===== src/rtl/cla_serial_addsub.sv =====
// cla_serial_addsub: WIDTH-bit add/subtract computed one 4-bit carry-lookahead slice per cycle, LSB slice first
module cla_serial_addsub #(
    parameter int WIDTH = 16,
    localparam int NSLICE = WIDTH / 4,
    localparam int KW = $clog2(NSLICE)
) (
    input  logic             clk,
    input  logic             rst,
    input  logic             in_valid,
    output logic             in_ready,
    input  logic [WIDTH-1:0] a,
    input  logic [WIDTH-1:0] b,
    input  logic             sub,
    input  logic             cin,
    output logic             out_valid,
    input  logic             out_ready,
    output logic [WIDTH-1:0] sum,
    output logic             cout,
    output logic             ovf,
    output logic             busy
);
    typedef enum logic [1:0] {IDLE, RUN, DONE} state_t;
    state_t state;
    logic [WIDTH-1:0] ra, rb;
    logic carry;
    logic [KW-1:0] idx;
    logic [3:0] g, p, s;
    logic [4:0] c;
    always_comb begin
        g = ra[3:0] & rb[3:0];
        p = ra[3:0] ^ rb[3:0];
        c[0] = carry;
        c[1] = g[0] | (p[0] & carry);
        c[2] = g[1] | (p[1] & g[0]) | (p[1] & p[0] & carry);
        c[3] = g[2] | (p[2] & g[1]) | (p[2] & p[1] & g[0]) | (p[2] & p[1] & p[0] & carry);
        c[4] = g[3] | (p[3] & g[2]) | (p[3] & p[2] & g[1]) | (p[3] & p[2] & p[1] & g[0]) | (&p & carry);
        s = p ^ c[3:0];
    end
    always_ff @(posedge clk) begin
        if (rst) begin
            state <= IDLE;
            ra <= '0;
            rb <= '0;
            carry <= 1'b0;
            idx <= '0;
            sum <= '0;
            cout <= 1'b0;
            ovf <= 1'b0;
        end else begin
            case (state)
                IDLE: if (in_valid) begin
                    ra <= a;
                    rb <= b ^ {WIDTH{sub}};
                    carry <= cin ^ sub;
                    idx <= '0;
                    sum <= '0;
                    state <= RUN;
                end
                RUN: begin
                    // operands shift down so the slice always reads the low nibble
                    sum[{idx, 2'b00} +: 4] <= s;
                    ra <= ra >> 4;
                    rb <= rb >> 4;
                    carry <= c[4];
                    idx <= idx + 1'b1;
                    if (idx == KW'(NSLICE - 1)) begin
                        cout <= c[4];
                        ovf <= c[3] ^ c[4];
                        state <= DONE;
                    end
                end
                DONE: if (out_ready) state <= IDLE;
                default: state <= IDLE;
            endcase
        end
    end
    assign in_ready = state == IDLE;
    assign out_valid = state == DONE;
    assign busy = state != IDLE;
endmodule

===== config.mk =====
export PLATFORM = sky130hd
export DESIGN_NAME = cla_serial_addsub
export DESIGN_NICKNAME = d
export VERILOG_FILES = /design/src/rtl/cla_serial_addsub.sv
export SDC_FILE = /design/constraint.sdc
export NUM_CORES = 1
export LEC_CHECK = 0
export ABC_CLOCK_PERIOD_IN_PS = 3900
export CAP_MARGIN = 5
export CELL_PAD_IN_SITES_DETAIL_PLACEMENT = 0
export CELL_PAD_IN_SITES_GLOBAL_PLACEMENT = 2
export CORE_MARGIN = 4
export CORE_UTILIZATION = 32
export CTS_CLUSTER_SIZE = 16
export DETAILED_ROUTE_END_ITERATION = 16
export HOLD_SLACK_MARGIN = 0.12
export PLACE_DENSITY_LB_ADDON = 0.1
export SKIP_CTS_REPAIR_TIMING = 1
export SLEW_MARGIN = 15
export SYNTH_ARGS = -nofsm -noshare
export SYNTH_HDL_FRONTEND = slang
export SYNTH_SLANG_ARGS = --single-unit

===== constraint.sdc =====
create_clock -name clk -period 3.9 [get_ports clk]
set_input_delay 0.39 -clock clk [delete_from_list [all_inputs] [get_ports clk]]
set_output_delay 0.39 -clock clk [all_outputs]
set_load 0.1 [all_outputs]

==> key figures <==
Status
  – Status: finished, final reports clean

Finish
  – Area grow syn2layout: 26.0%
  – Proportion of layout cells with a drive suffix above 1: 5.71%
  – Fillers: 927
  – Commonest non-fill, non-tap cell in the layout: nor2_1
  – Non-filler cells, final: 490
  – Most frequent cells in the layout: nor2_1, clkdlybuf4s50_1, dfxtp_1
  – # nets final: 432
  – Diodes inserted: 0

Detailed routing
  – Initial DRC Count: 137
  – Drt total wl: 7.20 mm
  – Wire per inst: 14.7 um
  – First-pass DRT Iterations: 4
  – Antenna viol nets, final: 0
  – Vias per cell: 4.97
  – Via count: 2436
  – Residual DRC: 0

Critical path
  – Worst path required time: 3.51 ns
  – R2R depth: 5
  – Setup CP Type: reg2out
  – WP data arrival: 2.44 ns
  – CP endpoint kind: primary output
  – RR Startpoint: state[0]$_SDFFE_PP0P_
  – Biggest cell delay along the critical path: 1.12 ns
  – Buf/Inv on CP: 3
  – Worst path cell trace: buf_4, or2_1, inv_1, clkdlybuf4s50_1
  – Top Family by Delay on Critical Path: buffers and inverters
  – CP Max Fanout: 14
  – Critical path's slowest cell: clkdlybuf4s50_1
  – Cell depth of the worst setup path: 4
  – CP startpoint: state[0]$_SDFFE_PP0P_
  – Startpoint types: register

STA
  – Final Cycle Share: 72.7%
  – Worst Slack Setup Final: 1.07 ns
  – Fin. Hold Viols: 0
  – Final setup viols: 0
  – Min Tclk post-route: 2.83 ns
  – Fin. max-slew vios: 0
  – Relative max-transition margin: 35.4%
  – RSZ-0062 raised after global routing: false
  – Maximum clock rate: 353 MHz
  – Clock Skew: 0.0122 ns
  – Setup TNS Final: 0 ns
  – Worst Tran Pin Value: 0.966 ns

Yosys
  – Largest family of logic cells by synthesized area: simple AND/OR/NAND/NOR gates
  – Cell variety after synth: 43
  – Mean Syn Cell Area: 8.28 um^2
  – Ys async rst share: 0%
  – Top_reg_cell synth: dfxtp_1
  – Sequential fraction of the synthesis area: 39.2%
  – Synth Area in XOR/XNOR: 6.19%
  – Mapped Cells: 339
  – Adder-cell area share of the yosys netlist: 4.72%
  – Post-synthesis compound-gate area fraction: 18.8%
  – Simple-gate share of the synthesized area: 25.4%
  – Syn. warnings: 0
  – Synthesized flop and latch total: 55
  – Area leader, netlist: dfxtp_1
  – Share of the synthesized area in the top cell type: 39.2%
  – EDFF count, synth: 0
  – Mapped Area: 0.00281 mm^2
  – Post-synthesis mux area share: 0.357%
  – Top post-synthesis cells by area: dfxtp_1, nor2_1, a22oi_1, nor2b_1, xor2_1
  – Post-synth net total: 387

Clock tree
  – CTS tree: yes
  – Worst-skew pair later-pin latency: 0.31 ns
  – CTS HTree Levels: 2
  – Maximum buffer depth of the clock tree: 2
  – Worst-path clk slew: 0.11 ns
  – Root buffer cell: clkbuf_8
  – TritonCTS Buffers: 5
  – Clock sinks: 55

Floorplan
  – Vert. Die Dim: 102 um
  – Std-Cell Rows: 33
  – Die X-Extent: 102 um
  – Total core area: 0.00838 mm^2
  – IO Count: 59
  – Die area: 0.0103 mm^2
  – Initial Util: 33.5%

Place
  – Placed Cells: 482
  – RD Place Congestion: 0.768
  – Placed wire-length estimate: 4.99 mm
  – IO Port Bufs: 58
  – Dpl ws: 1.40 ns

Job
  – Max-cap violations: 0

Global routing
  – Vias in the first global route: 2367
  – Total congestion overflow: 0
  – First-pass GRT wire length: 12.1 mm
  – GRT Util Overall: 14.6%
  – Initial antenna violation count: 0
  – Pin count of the biggest net entering global routing: 47

Hold path
  – HP Start: sum[7]$_SDFFE_PP0P_
  – Hold depth: 2
  – HP Class: reg2reg

Pwr
  – Max VDD drop: 0.136 mV
  – Power Dens Cells: 366 mW/mm^2
  – Static Leak: 1.39 nW
[kinds of logic (layout without fill, tap and decap cells)]
family	after synthesis	count (layout)
buffers and inverters	30	76
muxes	1	1
adders and majority gates	10	10
DFF	55	55
and+or+nand+nor	146	146
xor gates and xnor gates	19	19
AOI/OAI and AO/OA	78	78
[synth_stat cells (3+ instances only)]
cell type and count:
nor2_1 66, dfxtp_1 55, a22oi_1 29, nor2b_1 26, nand2_1 19, xor2_1 17, a21oi_1 15, nor3_1 14
o21ai_0 14, clkbuf_1 10, ha_1 9, buf_2 7, nand3b_1 6, a21o_1 5, buf_4 5, inv_1 5
a32oi_1 4, o31ai_1 3
[layout make-up]
class	instances	area (um^2)	share of cell area [%]
Multi-Input combinational cell	254	1560	44.0
Sequential cell	55	1100	31.1
Timing Repair Buffer	63	611	17.3
Tap cell	105	131	3.71
Clock buffer	6	82.6	2.33
Clock inverter	2	35.0	0.990
Inverter	5	18.8	0.531
[through the flow]
stage,area [um^2],total power [mW],utilization [%],hold WS (ns)
4_1_cts,3540,1.32,42.2,0.497
3_3_place_gp,3420,0.913,40.8,0.463
2_1_floorplan,2810,0.822,-,0.469
6_report,3540,1.30,42.2,0.493
3_5_place_dp,3420,0.914,40.8,0.476
5_1_grt,3540,1.38,42.2,0.521
[where the power goes]
part | total (mW) | leakage, nW | switching [mW] | internal, mW
combinational | 0.279 | 0.882 | 0.160 | 0.120
clock | 0.399 | 0.0612 | 0.190 | 0.208
sequential | 0.618 | 0.450 | 0.0240 | 0.594
total | 1.30 | 1.39 | 0.374 | 0.922
[routing by layer]
| layer | global-route usage [%] | routed length (um) | up-vias |
|---|---|---|---|
| li1 | - | - | 1251 |
| met1 | 19.7 | 3310 | 1126 |
| met2 | 24.6 | 3530 | 57 |
| met3 | 2.62 | 335 | 2 |
| met4 | 2.45 | 33 | 0 |
| met5 | 0 | 0 | - |
[state kept, by name, indices dropped and copies added, names as in the netlist]
| signal | cells |
|---|---|
| rb | 16 |
| sum | 16 |
| idx | 2 |
| cout | 1 |
| state | 2 |
| carry | 1 |
| ra | 16 |
| ovf | 1 |
[path summary, 6_finish.rpt]
path / end / slack, ns
min reg2reg: sum[7]$_SDFFE_PP0P_ / 0.49
max reg2reg: ra[1]$_SDFFE_PP0P_ / 1.97
min: sum[7]$_SDFFE_PP0P_ / 0.49
max: in_ready / 1.07
[worst reg2reg max path: stages (launching register included)]
cell	delay [ns]
dfxtp_1	0.55
buf_4	0.34
nor2_1	0.08
nor2_1	0.64
nor2_1	0.09
nor3_1	0.14
Note: power is estimated with default switching activity, not from simulation.
